**src/rtl/mux_scan_ctrl_pkg.sv**
```systemverilog
// Shared types and constants for the 4:1 mux scan controller.
package mux_scan_pkg;

  typedef enum logic {
    IDLE = 1'b0,
    SCAN = 1'b1
  } state_e;

  localparam int NUM_CH = 4;
  localparam int SEL_W  = 2;
  localparam logic [SEL_W-1:0] LAST_CH = SEL_W'(NUM_CH - 1);

endpackage

```
**src/rtl/mux_scan_ctrl_if.sv**
```systemverilog
// Select/capture bundle between the scan controller and its driver/observer.
interface mux_scan_ctrl_if;
  import mux_scan_pkg::*;

  logic              start;
  logic              cont;
  logic              y;
  logic              s1;
  logic              s0;
  logic [NUM_CH-1:0] frame;
  logic              frame_valid;
  logic              busy;

  modport master (
    output start, cont, y,
    input  s1, s0, frame, frame_valid, busy
  );

  modport slave (
    input  start, cont, y,
    output s1, s0, frame, frame_valid, busy
  );

endinterface

```
**src/rtl/mux_scan_ctrl_dwell_counter.sv**
```systemverilog
// Per-channel dwell counter; tick marks the last cycle of a dwell period.
module dwell_counter #(
  parameter int DWELL = 4,
  parameter int CW    = $clog2(DWELL + 1)
) (
  input  logic clk,
  input  logic rst,
  input  logic clr,
  input  logic en,
  output logic tick
);

  localparam logic [CW-1:0] LAST = CW'(DWELL - 1);

  logic [CW-1:0] cnt_q, cnt_d;

  assign tick = (cnt_q == LAST);

  always_comb begin
    cnt_d = cnt_q;
    if (clr) begin
      cnt_d = '0;
    end else if (en) begin
      cnt_d = tick ? '0 : cnt_q + CW'(1);
    end
  end

  always_ff @(posedge clk or posedge rst) begin
    if (rst) begin
      cnt_q <= '0;
    end else begin
      cnt_q <= cnt_d;
    end
  end

endmodule

```
**src/rtl/mux_scan_ctrl.sv**
```systemverilog
// Steps the mux select through all channels, holds each for DWELL cycles,
// captures y at the end of each dwell and publishes the 4-bit frame.
module mux_scan_ctrl
  import mux_scan_pkg::*;
#(
  parameter int DWELL = 4,
  parameter int CW    = $clog2(DWELL + 1)
) (
  input  logic            clk,
  input  logic            rst,
  mux_scan_ctrl_if.slave  bus
);

  state_e            state_q, state_d;
  logic [SEL_W-1:0]  sel_q, sel_d;
  logic [NUM_CH-1:0] shreg_q, shreg_d;
  logic [NUM_CH-1:0] frame_q, frame_d;
  logic              fv_q, fv_d;
  logic              tick;

  // Counter is held clear while idle so a new scan always starts a full dwell.
  dwell_counter #(
    .DWELL (DWELL),
    .CW    (CW)
  ) u_dwell (
    .clk  (clk),
    .rst  (rst),
    .clr  (state_q == IDLE),
    .en   (state_q == SCAN),
    .tick (tick)
  );

  always_comb begin
    state_d = state_q;
    sel_d   = sel_q;
    shreg_d = shreg_q;
    frame_d = frame_q;
    fv_d    = 1'b0;
    unique case (state_q)
      IDLE: begin
        if (bus.start) begin
          state_d = SCAN;
          sel_d   = '0;
        end
      end
      SCAN: begin
        if (tick) begin
          shreg_d[sel_q] = bus.y;
          if (sel_q != LAST_CH) begin
            sel_d = sel_q + SEL_W'(1);
          end else begin
            // Last channel goes straight into the frame, bypassing shreg.
            frame_d = {bus.y, shreg_q[NUM_CH-2:0]};
            fv_d    = 1'b1;
            sel_d   = '0;
            if (!bus.cont) begin
              state_d = IDLE;
            end
          end
        end
      end
      default: state_d = IDLE;
    endcase
  end

  always_ff @(posedge clk or posedge rst) begin
    if (rst) begin
      state_q <= IDLE;
      sel_q   <= '0;
      shreg_q <= '0;
      frame_q <= '0;
      fv_q    <= 1'b0;
    end else begin
      state_q <= state_d;
      sel_q   <= sel_d;
      shreg_q <= shreg_d;
      frame_q <= frame_d;
      fv_q    <= fv_d;
    end
  end

  assign bus.s1          = sel_q[1];
  assign bus.s0          = sel_q[0];
  assign bus.frame       = frame_q;
  assign bus.frame_valid = fv_q;
  assign bus.busy        = (state_q == SCAN);

endmodule

```
**src/flat_wrapper.sv**
```systemverilog
// flat-port wrapper written by rule: the top's interface ports become plain ports
module mux_scan_ctrl_flat import mux_scan_pkg::*;
#(
  parameter int DWELL = 4,
  parameter int CW    = $clog2(DWELL + 1)
)
  (clk, rst, bus_start, bus_cont, bus_y, bus_s1, bus_s0, bus_frame, bus_frame_valid, bus_busy);
  mux_scan_ctrl_if bus_i ();
  input  logic clk;
  input  logic rst;
  input wire logic [$bits(bus_i.start)-1:0] bus_start;
  input wire logic [$bits(bus_i.cont)-1:0] bus_cont;
  input wire logic [$bits(bus_i.y)-1:0] bus_y;
  output wire logic [$bits(bus_i.s1)-1:0] bus_s1;
  output wire logic [$bits(bus_i.s0)-1:0] bus_s0;
  output wire logic [$bits(bus_i.frame)-1:0] bus_frame;
  output wire logic [$bits(bus_i.frame_valid)-1:0] bus_frame_valid;
  output wire logic [$bits(bus_i.busy)-1:0] bus_busy;
  assign bus_i.start = bus_start;
  assign bus_i.cont = bus_cont;
  assign bus_i.y = bus_y;
  assign bus_s1 = bus_i.s1;
  assign bus_s0 = bus_i.s0;
  assign bus_frame = bus_i.frame;
  assign bus_frame_valid = bus_i.frame_valid;
  assign bus_busy = bus_i.busy;
  mux_scan_ctrl #(.DWELL(DWELL), .CW(CW)) u_core (.clk(clk), .rst(rst), .bus(bus_i));
endmodule
```
**config.mk**
```make
export PLATFORM = sky130hd
export DESIGN_NAME = mux_scan_ctrl_flat
export DESIGN_NICKNAME = d
export VERILOG_FILES = /design/src/rtl/mux_scan_ctrl_pkg.sv /design/src/rtl/mux_scan_ctrl_if.sv /design/src/rtl/mux_scan_ctrl_dwell_counter.sv /design/src/rtl/mux_scan_ctrl.sv /design/src/flat_wrapper.sv
export SDC_FILE = /design/constraint.sdc
export NUM_CORES = 1
export LEC_CHECK = 0
export CAP_MARGIN = 40
export CELL_PAD_IN_SITES_DETAIL_PLACEMENT = 1
export CELL_PAD_IN_SITES_GLOBAL_PLACEMENT = 2
export CORE_MARGIN = 2
export CORE_UTILIZATION = 36
export CTS_BUF_LIST = sky130_fd_sc_hd__clkbuf_8
export CTS_CLUSTER_SIZE = 12
export DETAILED_ROUTE_END_ITERATION = 10
export GPL_TIMING_DRIVEN = 0
export HOLD_SLACK_MARGIN = 0.08
export PLACE_DENSITY = 0.94
export SYNTH_ARGS = -nofsm -noshare
export SYNTH_HDL_FRONTEND = slang
export SYNTH_SLANG_ARGS = --single-unit
```
**constraint.sdc**
```tcl
create_clock -name clk -period 3.25 [get_ports clk]
set_input_delay 0.65 -clock clk [delete_from_list [all_inputs] [get_ports clk]]
set_output_delay 0.65 -clock clk [all_outputs]
set_load 0.01 [all_outputs]
```
After elaboration in Yosys (flattened, before gate mapping):

Cells that the tools add are included.

* reduce and logical (&&, ||, !) cells: 4
* divide/modulo/power cells: 0
* muxes and demuxes: 17
* equality and inequality tests: 4
* shifts and indexed selects: 0
* bitwise logic cells: 2
* multipliers: 0
* order comparisons: 2
* add/sub/neg operators: 2

Operators by type and width (number)
* 1-bit two-way mux: 8
* 2-bit two-way mux: 3
* 3-bit two-way mux: 2
* 2-bit != test, second input constant: 3
* 4-bit bitwise mux: 1
* 2-bit one-hot mux with 2 select lines: 1
* 2-bit AND reduction: 2
* 3-bit by 1-bit adder with 3-bit output, second input constant: 1
* 3-bit by 2-bit == test with 1-bit output, second input constant: 1
* 2-bit by 3-bit < comparator with 1-bit output, second input constant: 1
* 3-bit AND reduction: 1
* 2-bit by 1-bit adder with 2-bit output, second input constant: 1
* 1-bit demux with 2-bit select: 1
* 2-bit by 1-bit >= comparator with 1-bit output, second input constant: 1
* 1-bit NOT: 2
* 1-bit one-hot mux with 2 select lines: 1
* 1-bit logical AND: 1

* register bits: 15
* output and inout bits: 8
* word-level logic and storage cells: 37
* bits in latches: 0
* memories: 0
* bits in read-only memories: 0
* RAM bits: 0
* input port bits: 5

Depth between registers and ports, before layout:

* word-level depth: 5
* gate-level depth with buffers: 4
* depth with buffers taken out: 4

Hierarchy:

A second synthesis with hierarchy kept.

* cell total of the unflattened synthesis: 53
* area, all modules: 675.6 um^2

Modules (own cells, without submodules)
* mux_scan_ctrl: cells each 38, area an instance 525.5 um^2, sequential area each 275.3 um^2, instances 1
* dwell_counter: cells each 15, area an instance 150.1 um^2, sequential area each 75.1 um^2, instances 1

Worst setup path after synthesis:

OpenSTA, ideal clock, no wires.

* path kind: reg-to-reg
* from: register u_core.u_dwell.cnt_q[0]
* to: register u_core.shreg_q[0]
* path slack: 1.957 ns
* library setup time: 0.127 ns
* path buffers: 0
* required time: 3.123 ns
* clock period less this slack: 1.293 ns
* cell stages (with the launch flop): 5
* arrival time: 1.166 ns
* cell sequence: dfrtp_1 ha_1 and3b_4 nand2_1 mux2_1

* longest elaborated chain between the ends: 2

RTL lines
* from (decl): line mux_scan_ctrl_dwell_counter.sv:15 `logic [CW-1:0] cnt_q, cnt_d;`
* from (signal assigned): line mux_scan_ctrl_dwell_counter.sv:32 `cnt_q <= cnt_d;`
* 3-bit by 2-bit == test with 1-bit output: line mux_scan_ctrl_dwell_counter.sv:17 `assign tick = (cnt_q == LAST);`
* 2-bit AND reduction (no line)
* to (signal assigned): line mux_scan_ctrl.sv:76 `shreg_q <= shreg_d;`
* to (decl): line mux_scan_ctrl.sv:16 `logic [NUM_CH-1:0] shreg_q, shreg_d;`

No other way between the ends.
A chain may end at the register's enable or synchronous reset.

Final worst setup path:

* from: register u_core.state_q (netlist: u_core.bus.busy)
* to: output port bus_busy

RTL lines
* from (decl): line mux_scan_ctrl.sv:14 `state_e state_q, state_d;`
* from (signal assigned): line mux_scan_ctrl.sv:74 `state_q <= state_d;`
* to (decl): line flat_wrapper.sv:18 `output wire logic [$bits(bus_i.busy)-1:0] bus_busy;`

No word-level cell between the ends.

==> impl_metrics.ini <==
[yosys]
synth_most_common_cell = dfrtp_1
avgSynthCellArea_um2 = 12.9
synth-xor-area-share_pct = 0
yosysWarnings = 0
syn_nets = 58
synthAdderAreaFrac_pct = 10.1
ys_top_cells_by_count = dfrtp_1 (14), nand2_1 (6), ha_1 (5), inv_1 (5), mux2_2 (4)
synth.top_cell.area_share_pct = 56.8
syn_inst = 48
synth_async_sr_flop_share_pct = 100
yosysTopAreaCell = dfrtp_1
synthTopCellsByArea = dfrtp_1 (57%), ha_1 (10%), mux2_2 (7.3%), mux2_1 (5.5%), nand2_1 (3.7%)
synth.distinct_cells = 16
synth-edff-count = 0
synth_mux_area_share_pct = 12.8
seq_area_frac_synth_pct = 56.8
synth-simple-area-share_pct = 13.2
synth-compound-area-share_pct = 4.06
synthFlopType = dfrtp_1
synth_top_family_by_area = simple AND/OR/NAND/NOR gates
synth_area_um2 = 617
ys_seq_elements = 14

[floorplan]
die_x_um = 45.4
row_count = 14
core_um2 = 1560
die_h_um = 45.4
io_pins = 13
die-area_um2 = 2060
initial_core_util_pct = 39.6

[clock_tree]
cts.sink_count = 14
clockBufferDepth = 2
cts_resized = 0
ctsHoldBuffers = 0
cts-buffers-inserted = 3
htreeDepth = 1
post_cts_buffers = 0
cts-root-buf = clkbuf_8
cts.reportedPaths.clkPinSlew_ns = 0.06
cts_tree = yes
clk_latency_ns = 0.24

[status]
status = completed

[finish]
antenna_cells = 0
area_delta_synth_final_pct = 31.6
drive_above_1_share_pct = 18.8
final_nets = 75

[power]
power_density_nw_per_um2 = 881
power.leakage_nw = 0.400
ir_worst_vdd_uv = 425
finalPower_mw = 0.716

[routing]
vias_per_cell = 4.93
drtAntennaViolNets = 0
drc_errors = 0
firstDrtPassIters = 3
routed_wl_um = 1080
drt_iter0_drc = 4
wire_per_inst_um = 13.5
vias = 394

[hold_path]
min_path_type = reg2reg

[flow_run]
drv_cap = 0

[critical_path]
critical_path.endpoint_type = output port
worstPathRequired_ns = 2.60
critPathMaxFanout = 8
crit_path_cell_trace = clkdlybuf4s50_1
path_delay_family = buffers and inverters
cp-start-kind = flip-flop
path_buf_inv = 1
slowest_stage = clkdlybuf4s50_1
crit_type = reg2out
cpPeakStageDelay_ns = 0.59
worstPathArrival_ns = 1.30

[sta]
setup_viol_count_final = 0
worst-slew-pin-transition_ns = 0.531
maxSlewViolCount = 0
slew_headroom_pct = 64.5
skew_ns = 0.00287
hold_violations = 0
rsz0062_at_grt = no
setup_tns_ns = 0
period_minus_slack_ns = 1.95
fin_crit_sh_pct = 60.0
timing.fmax_mhz = 513

[global_route]
grt_pass1_vias = 429
antenna_found_initial = 0
gr-total-overflow = 0
track_usage_pct = 14.2
grt_pass1_wl_um = 2040
grt_max_degree = 15

[placement]
port_buffers = 12
place_congestion = 0.622
dp_hpwl_um = 776
## stage by stage
stage          setup slack [ns]  hold slack, ns  instances  utilization, %  cell area, um^2
2_1_floorplan              1.96           0.407         48               -              617
3_3_place_gp               1.55           0.421         76            48.6              757
3_5_place_dp               1.50           0.438         76            48.6              757
4_1_cts                    1.29           0.450         80            52.1              812
5_1_grt                    1.24           0.474         80            52.1              812
6_report                   1.30           0.447         80            52.1              812
## where the power goes
group          total, mW  internal [mW]  switching, mW
Combinational      0.262          0.150          0.112
Sequential         0.288          0.246         0.0421
Clock              0.166          0.107         0.0586
## worst reg2reg max path, stage by stage, from the launching register on
cell and delay, ns:
dfrtp_1 0.39, ha_1 0.27, and3b_4 0.24, nand2_1 0.10
mux2_1 0.33
## cells by family after synthesis
logic type	after synthesis
flip-flops	14
AND/OR/NAND/NOR	13
multiplexers	7
buffers and inverters	5
adder cells (fa/ha/maj)	5
AO/OA/AOI/OAI	4
## flip-flops by register name, indices dropped and copies added (netlist names)
signal / cells
u_core.bus.frame: 4
u_core.bus.busy: 1
u_core.shreg_q: 3
u_core.u_dwell.cnt_q: 3
u_core.bus.frame_valid: 1
u_core.sel_q: 2
## routing by layer
layer,global-route usage (%),wire [um],vias up
met3,3.57,37,0
met4,5.29,0,0
met5,0,0,-
li1,-,-,187
met2,23.7,544,9
met1,17.6,494,198
## placed cells by master, fill, tap and decap left out, drive strengths merged
| master | instances |
|---|---|
| and3 | 1 |
| or2 | 1 |
| inv | 5 |
| a21boi | 1 |
| nand4b | 1 |
| clkbuf | 4 |
| o21ai | 2 |
| nand2b | 1 |
| o21a | 1 |
| dfrtp | 14 |
| nor2 | 1 |
| and2 | 1 |
| mux2 | 7 |
| nand2 | 6 |
| clkdlybuf4s50 | 12 |
| and3b | 1 |
| ha | 5 |
## area by class of cell
type | instances | area (um^2)
clock buffers | 4 | 55.1
well taps | 16 | 20.0
fillers | 163 | 747
flip-flops and latches | 14 | 350
repair buffers | 12 | 120
multi-input cells | 29 | 248
inverters | 5 | 18.8
## final timing paths
path	start	end	slack (ns)	cells after the start
setup reg to reg	u_core.u_dwell.cnt_q[0]	u_core.shreg_q[1]	1.81	4
hold reg to reg	u_core.u_dwell.cnt_q[0]	u_core.u_dwell.cnt_q[0]	0.45	1
setup / recovery	u_core.bus.busy	bus_busy	1.30	1
min in group asynchronous	rst	u_core.u_dwell.cnt_q[2]	0.75	2
hold / removal	u_core.u_dwell.cnt_q[0]	u_core.u_dwell.cnt_q[0]	0.45	1
max in group asynchronous	rst	u_core.shreg_q[1]	2.15	2
Power figures use the tool's default switching activity.
